**src/rtl/core_pkg.sv**
```systemverilog
// Shared core constants and encodings.
// Used by the write-back stage and register file.
package core_pkg;

  localparam int unsigned XLEN      = 32;
  localparam int unsigned NREG      = 32;
  localparam int unsigned REG_IDX_W = 5;

  localparam logic [REG_IDX_W-1:0] REG_ZERO = 5'd0;

  localparam logic WB_SEL_ALU = 1'b0;
  localparam logic WB_SEL_MEM = 1'b1;

endpackage

```
**src/rtl/regfile_2r1w.sv**
```systemverilog
// 32-entry integer register file, 2 read / 1 write.
// x0 is hardwired to zero; reads bypass the same-cycle write.
module regfile_2r1w
  import core_pkg::*;
(
  input  logic                 clk,
  input  logic                 res,
  input  logic                 we,
  input  logic [REG_IDX_W-1:0] wa,
  input  logic [XLEN-1:0]      wd,
  input  logic [REG_IDX_W-1:0] ra1,
  input  logic [REG_IDX_W-1:0] ra2,
  output logic [XLEN-1:0]      rd1,
  output logic [XLEN-1:0]      rd2,
  input  logic [REG_IDX_W-1:0] dbg_addr,
  output logic [XLEN-1:0]      dbg_data
);

  logic [XLEN-1:0] regs_q [NREG];
  logic [XLEN-1:0] regs_d [NREG];

  // Next array state: apply the single write, never to x0
  always_comb begin
    regs_d = regs_q;
    if (we && (wa != REG_ZERO)) begin
      regs_d[wa] = wd;
    end
  end

  // Array storage, cleared asynchronously
  always_ff @(posedge clk or negedge res) begin
    if (!res) begin
      for (int i = 0; i < NREG; i++) begin
        regs_q[i] <= '0;
      end
    end else begin
      regs_q <= regs_d;
    end
  end

  // Read port 1: zero in reset or for x0, else bypass or array
  always_comb begin
    rd1 = regs_q[ra1];
    if (!res || (ra1 == REG_ZERO)) begin
      rd1 = '0;
    end else if (we && (ra1 == wa)) begin
      rd1 = wd;
    end
  end

  // Read port 2: same rules as port 1
  always_comb begin
    rd2 = regs_q[ra2];
    if (!res || (ra2 == REG_ZERO)) begin
      rd2 = '0;
    end else if (we && (ra2 == wa)) begin
      rd2 = wd;
    end
  end

  // Debug port sees committed state only
  always_comb begin
    dbg_data = regs_q[dbg_addr];
    if (!res || (dbg_addr == REG_ZERO)) begin
      dbg_data = '0;
    end
  end

endmodule

```
**src/rtl/wb_regfile.sv**
```systemverilog
// Write-back stage: result select, valid gating,
// register-file commit and retire counter.
module wb_regfile
  import core_pkg::*;
#(
  parameter int unsigned CNT_W = 32
) (
  input  logic                 clk,
  input  logic                 res,
  input  logic                 wb_valid,
  input  logic [XLEN-1:0]      data_in,
  input  logic [XLEN-1:0]      alu_in,
  input  logic [REG_IDX_W-1:0] rd_in,
  input  logic                 RegWrite_WB_in,
  input  logic                 MemtoReg_WB_in,
  input  logic [REG_IDX_W-1:0] rs1_addr,
  input  logic [REG_IDX_W-1:0] rs2_addr,
  output logic [XLEN-1:0]      rs1_data,
  output logic [XLEN-1:0]      rs2_data,
  input  logic [REG_IDX_W-1:0] dbg_addr,
  output logic [XLEN-1:0]      dbg_data,
  output logic [XLEN-1:0]      wb_data,
  output logic [CNT_W-1:0]     retire_cnt
);

  logic             we;
  logic [CNT_W-1:0] retire_cnt_q;
  logic [CNT_W-1:0] retire_cnt_d;

  // Result select; bubbles force zero so junk never leaks
  always_comb begin
    wb_data = '0;
    if (wb_valid) begin
      wb_data = (MemtoReg_WB_in == WB_SEL_MEM) ? data_in : alu_in;
    end
  end

  // Commit enable: valid, write requested, not x0
  always_comb begin
    we = wb_valid & RegWrite_WB_in & (rd_in != REG_ZERO);
  end

  // Every valid entry retires, writing or not; wraps silently
  always_comb begin
    retire_cnt_d = retire_cnt_q + CNT_W'(wb_valid);
  end

  // Retire counter register
  always_ff @(posedge clk or negedge res) begin
    if (!res) begin
      retire_cnt_q <= '0;
    end else begin
      retire_cnt_q <= retire_cnt_d;
    end
  end

  assign retire_cnt = retire_cnt_q;

  regfile_2r1w u_rf (
    .clk      (clk),
    .res      (res),
    .we       (we),
    .wa       (rd_in),
    .wd       (wb_data),
    .ra1      (rs1_addr),
    .ra2      (rs2_addr),
    .rd1      (rs1_data),
    .rd2      (rs2_data),
    .dbg_addr (dbg_addr),
    .dbg_data (dbg_data)
  );

endmodule

```
**config.mk**
```make
export PLATFORM = sky130hd
export DESIGN_NAME = wb_regfile
export DESIGN_NICKNAME = d
export VERILOG_FILES = /design/src/rtl/core_pkg.sv /design/src/rtl/regfile_2r1w.sv /design/src/rtl/wb_regfile.sv
export SDC_FILE = /design/constraint.sdc
export NUM_CORES = 2
export LEC_CHECK = 0
export ABC_AREA = 1
export BUFFER_PORTS_ARGS = -buffer_cell sky130_fd_sc_hd__buf_2
export CAP_MARGIN = 20
export CELL_PAD_IN_SITES_DETAIL_PLACEMENT = 0
export CELL_PAD_IN_SITES_GLOBAL_PLACEMENT = 2
export CORE_MARGIN = 1
export CORE_UTILIZATION = 38
export DETAILED_ROUTE_END_ITERATION = 6
export PLACE_DENSITY = 0.89
export SLEW_MARGIN = 5
export SYNTH_ARGS = -nofsm -noshare
export SYNTH_HDL_FRONTEND = slang
export SYNTH_SLANG_ARGS = --single-unit
```
**constraint.sdc**
```tcl
create_clock -name clk -period 4.5 [get_ports clk]
set_input_delay 0.675 -clock clk [delete_from_list [all_inputs] [get_ports clk]]
set_output_delay 0.675 -clock clk [all_outputs]
set_load 0.01 [all_outputs]
```
* Yosys cells after proc, flatten, opt, wreduce, memory -nomap -nowiden
Index checks and enable logic that the tools add are counted.
W data, S select, Z words.
** Storage, ports and cells
- Register bits after elaboration :: 1056
- Input port bits :: 89
- Logic and storage cells :: 78
** Operators by class
- Add/sub/neg operators :: 1
- Magnitude comparators :: 5
- Equality and inequality tests :: 2
- Multiplexer cells :: 19
- Bitwise operators :: 6
- Reduce and logical (&&, ||, !) cells :: 12
** Operator list (number)
- $bwmux W1024 :: 1
- $bmux W32 S5 :: 3
- $mux W32 :: 14
- $demux W32 S5 :: 1
- $add A32 B1 Y32 :: 1
- $ge A6 B6 Y1 const B :: 4
- $not A5 Y6 :: 4
- $logic_not A5 Y1 :: 3
- $eq A5 B5 Y1 :: 2
- $lt A6 B1 Y1 const B :: 1
- $reduce_bool A5 Y1 :: 1
- $logic_and A1 B1 Y1 :: 4
- $logic_or A1 B1 Y1 :: 3
- $and A1 B1 Y1 :: 2
- $logic_not A1 Y1 :: 1

* Logic depth before layout (Yosys ltp)
- Word-level depth :: 6
- Mapped depth :: 12
- Gate-level depth less buffers :: 10

* Hierarchy
Synthesis repeated with hierarchy kept, for this count alone.
** Second synthesis, totals
- Cells, all modules :: 11481
- Area, all modules :: 70512.6 um^2
** Modules (own cells, without submodules)
- regfile_2r1w :: times used 1, cells each 11145, area each 68276.7 um^2
- wb_regfile :: times used 1, cells each 336, area each 2235.9 um^2

* Least setup slack after synthesis
No wires, ideal clock.
- Kind :: input to output
- Start :: in dbg_addr[0]
- End :: out dbg_data[10]
- Data arrival time :: 1.958 ns
- Slack :: 1.867 ns
- Stages on the path :: 10
- Cells stage by stage :: buf_4 > buf_6 > buf_6 > buf_6 > buf_2 > o21ai_0 > nand3_1 > nand2_1 > nand3_1 > a21oi_1
** Between the ends
- Longest elaborated chain between the ends :: 5
- Elaborated cells on any way between the ends :: 7
- Those cells by class :: mux (4); bitwise (1); reduce/logical (2)
** RTL lines
- from (decl) :: RTL line wb_regfile.sv:20 : input logic [REG_IDX_W-1:0] dbg_addr,
- $not A5 Y6 (implied by the code) :: RTL line regfile_2r1w.sv:63 : dbg_data = regs_q[dbg_addr];
- $bmux W32 S5 :: RTL line regfile_2r1w.sv:63
- $mux W32 (implied by the code) (2 in series) :: RTL line regfile_2r1w.sv:63
- $mux W32 (*) :: RTL line regfile_2r1w.sv:64 : if (!res || (dbg_addr == REG_ZERO)) begin
- to (decl) :: RTL line wb_regfile.sv:21 : output logic [XLEN-1:0] dbg_data,
Mark *: on every way between the ends. The rest lies on a longest branch, timed or not. The select of a mux whose other input is x is not followed.

* Worst setup path in the final report
- Start :: in res
- End :: out rs2_data[30]
** Between the ends
- Longest elaborated chain between the ends :: 3
** RTL lines
- from (decl) :: RTL line wb_regfile.sv:9 : input logic res,
- $logic_not A1 Y1 (no line)
- $logic_or A1 B1 Y1 :: RTL line regfile_2r1w.sv:54 : if (!res || (ra2 == REG_ZERO)) begin
- $mux W32 :: RTL line regfile_2r1w.sv:54
- to (decl) :: RTL line wb_regfile.sv:19 : output logic [XLEN-1:0] rs2_data,
Every way passes these cells.

==> parameters.txt <==
Parameter                              Value

Outcome
  Run status    finished with violations
  Failing checks    DRC, setup timing

Die
  Initial Util    between 30% and 40%
  Area of the core region    between 150,000 and 200,000 um2
  Die X    433.1 um
  Vertical die dimension    433.1 um
  Std cell rows    157
  Total Die Area    about 190,000 um2
  IO Pins    around 250

Yosys
  Prevailing post-synth register cell    sky130_fd_sc_hd__dfrtp_1
  Dominant cell type by area after synthesis    sky130_fd_sc_hd__dfrtp_1
  Number of synthesized flops with an enable pin    0
  Sequential fraction of the synthesis area    about 37%
  Share of the synthesized area in the top cell type    37.42%
  Ys async rst share    100.0%
  Mean instance size in the synthesized netlist    about 6.5 um2
  Top area cells in the synthesized netlist    sky130_fd_sc_hd__dfrtp_1, sky130_fd_sc_hd__nand2_1, sky130_fd_sc_hd__o21ai_0
  Flip-flop and latch count after synthesis    1,056
  Area of the mapped netlist    around 70,000 um2
  Distinct cell type count of the synthesized netlist    39
  Cell count after synthesis    10,830
  Synthesis warning total    0
  Synthesized netlist net count    between 10,000 and 15,000

Routing
  Via density    a little under 6
  Count of routing violations after the opening detailed-route iteration    10,410
  Antenna-violating nets left    0
  Final routed wire length divided by cell count    roughly 27 um
  Remaining DRCs    15
  Number of iterations in the first detailed-routing pass    7
  Post-Route WL    around 350,000 um
  Total vias in the final route    a little under 80,000

CTS
  Clk_lat worst skew    between 0.7 and 0.8 ns
  Htree depth    4
  Clock-pin slew of the registers on the worst-case setup and hold paths    ~0.060 ns
  Number of buffers inserted to repair setup after CTS    0
  Hold Buf Count CTS    1
  Number of buffers added by the clock tree synthesis step    between 100 and 150
  Library cell used as clock root buffer    sky130_fd_sc_hd__clkbuf_16
  Count of clock tree sinks    1,056
  Clock tree from TritonCTS    done
  Post_cts resized    0
  Buffers from clock root to sink, at most    3

Critical path
  Startpoint type of the worst setup path    input port
  Highest fanout seen on the critical path    31
  Source of the worst register-to-register timing path    retire_cnt[0]
  CP Capture Type    output pin
  Worst r2r dst    retire_cnt[30]
  Critical path data arrival time    3.90 ns
  Crit Path Category    input port to output pin
  Critical path required time    around 3.8 ns
  Startpoint of the most critical setup path    res
  Worst-case register-to-register setup slack    around 2.1 ns
  Depth of the most critical reg-to-reg path    10

Power
  Leakage power summed over all cells    ~36 nW
  Worst vdd rail ir drop    between 400 and 500 uV
  Power Dens Cells    roughly 390 nW/um2
  Power share of the sequential group    between 30% and 40%
  Cell internal power dissipation    between 20 and 25 mW
  Switching power of the nets    10.80 mW
  Net switching fraction of the power    34.73%
  Clock Power Share    36.8%
  Overall power consumption    ~31 mW
  Combinational share of power    a little under a quarter

STA
  Number of endpoints with negative hold slack in the final report    0
  Minimum period implied by the final worst setup slack    4.574 ns
  Transition time at the pin with the least slew margin    around 1.2 ns
  Final Cycle Share    101.6%
  Clock Skew    between 0.01 and 0.015 ns
  Count of final max-slew check failures    0
  Number of failing setup endpoints in the final timing report    1
  FMAX    between 200 and 250 MHz
  Worst setup margin    -0.07383 ns
  Max transition margin    between 20% and 30%
  RSZ-0062 raised after global routing    no

Cells and area
  Post-route insts no fill    roughly 13,000
  Layout Nets    approximately 11,000
  Filler instances    between 15,000 and 20,000
  Share of cells above drive strength 1    under 10%
  Synthesis-to-finish area growth    11.72%

Placed design
  Port-buffer cells    248
  # placed instances    12,890
  Post-Place Setup Slack    roughly 0.40 ns
  Gp weighted congestion    between 0.9 and 1
  HPWL reported at the end of detailed placement    just over 200,000 um

GRT
  Antenna violations before repair    5
  Overflow left after global routing    0
  Via count of the first global-routing pass    just over 70,000
  Global-route wire length before repair    a little over 500,000 um
  Global router's overall resource usage    between 30 and 40%
  Pin count of the biggest net entering global routing    139

Flow run
  Max-cap viol count    0

Hold path
  Hold/Removal Path Class    input port to async pin
==> layout make-up <==
cell class | count | area, um2 | area share (%)
Clock inverter | 23 | 346.6 | 0.4393
Inverter | 751 | 2887 | 3.659
Tap cell | 2464 | 3083 | 3.908
Timing Repair Buffer | 540 | 4865 | 6.166
Clock buffer | 210 | 4190 | 5.311
Multi-Input combinational cell | 8075 | 37080 | 47.00
Antenna cell | 6 | 15.01 | 0.01903
Sequential cell | 1056 | 26430 | 33.50
==> metal layers <==
metal	wire [um]	GRT usage, %	up-vias
met5	16	0	-
met4	28640	26.71	2
met3	35160	7.089	1064
met2	152500	55.69	4742
met1	138100	47.58	36250
li1	-	-	34770
==> cells in the final DEF (no fill, tap or decap), drive strengths merged, types with 2 or more instances in the layout <==
cell       n
a21oi   1009
clkinv    18
o21ai   1424
clkbuf   213
a21boi    10
nor3      52
o211ai   253
and3       2
bufinv     9
dfrtp   1056
xor2      28
or2       15
inv      746
nand4     11
diode      6
o21a      52
nor2     855
xnor2     11
buf      536
ha         2
nand3   1091
nand2   3258
==> synth_stat cells, types with 3 or more instances <==
cell type	number
sky130_fd_sc_hd__inv_1	722
sky130_fd_sc_hd__xnor2_1	11
sky130_fd_sc_hd__nor2_8	12
sky130_fd_sc_hd__o21a_1	52
sky130_fd_sc_hd__nor3_1	22
sky130_fd_sc_hd__nor2_1	824
sky130_fd_sc_hd__nand2_8	3
sky130_fd_sc_hd__dfrtp_1	1056
sky130_fd_sc_hd__buf_2	439
sky130_fd_sc_hd__nand2_1	3249
sky130_fd_sc_hd__nand3_2	4
sky130_fd_sc_hd__nor2_2	3
sky130_fd_sc_hd__nand2_4	5
sky130_fd_sc_hd__a21oi_1	1009
sky130_fd_sc_hd__nand4_1	11
sky130_fd_sc_hd__or2_2	15
sky130_fd_sc_hd__nor2_4	16
sky130_fd_sc_hd__nand3_1	1086
sky130_fd_sc_hd__clkbuf_1	336
sky130_fd_sc_hd__o211ai_1	253
sky130_fd_sc_hd__a21boi_0	10
sky130_fd_sc_hd__nor3_2	20
sky130_fd_sc_hd__clkinv_1	5
sky130_fd_sc_hd__buf_6	20
sky130_fd_sc_hd__inv_2	22
sky130_fd_sc_hd__buf_4	47
sky130_fd_sc_hd__o21ai_1	130
sky130_fd_sc_hd__o21ai_0	1294
sky130_fd_sc_hd__clkbuf_2	12
sky130_fd_sc_hd__buf_1	89
sky130_fd_sc_hd__nor3_4	10
sky130_fd_sc_hd__xor2_1	28
==> power by group through the flow <==
stage / logic (mW) / registers [mW] / clock network, mW
floorplan: 4.74 / 12.1 / 0
global placement: 7.07 / 12.4 / 0
detailed placement: 7.18 / 12.4 / 0
CTS: 7.21 / 12.3 / 11.5
global route: 8.11 / 12.5 / 11.9
finish: 7.33 / 12.3 / 11.4
==> how the worst max path moves through the flow <==
| stage | slack [ns] | cells after the start | endpoint |
|---|---|---|---|
| floorplan | 1.87 | 10 | dbg_data[10] |
| global route | 0.08 | 7 | rs2_data[30] |
| finish | -0.07 | 7 | rs2_data[30] |
| detailed placement | 0.40 | 8 | rs2_data[30] |
| global placement | 0.38 | 8 | rs2_data[30] |
| CTS | 0.26 | 7 | rs2_data[30] |
==> cells by family after synthesis <==
logic type	count (synthesis)	share of synthesized area, %
adders and majority gates	2	0.03543
DFF	1056	37.42
xor gates and xnor gates	39	0.4837
AOI/OAI and AO/OA	2749	20.63
and+or+nand+nor	5285	31.15
buffers and inverters	1694	10.28
==> state kept, by name (all words and copies together), names as in the netlist <==
| register | cells |
|---|---|
| u_rf.regs_q | 1024 |
| retire_cnt | 32 |
==> critical path: stages <==
cell and delay, ns:
sky130_fd_sc_hd__dlygate4sd3_1 0.56, sky130_fd_sc_hd__buf_8 0.29, sky130_fd_sc_hd__nand2_1 0.15, sky130_fd_sc_hd__inv_2 0.72
sky130_fd_sc_hd__o21ai_1 0.52, sky130_fd_sc_hd__a21oi_1 0.61, sky130_fd_sc_hd__buf_2 0.24
==> metrics by stage <==
step	hold slack (ns)	cell area, um2	setup TNS (ns)	util (%)
after detailed placement	0.3663	74330	0	40.43
after CTS	0.3189	78880	0	42.90
after floorplan	0.3794	70620	0	-
final	0.3415	78890	-0.07383	42.91
after global routing	0.3422	78880	0	42.90
after global placement	0.3674	74300	0	40.41
Note: power is estimated with default switching activity, not from simulation.
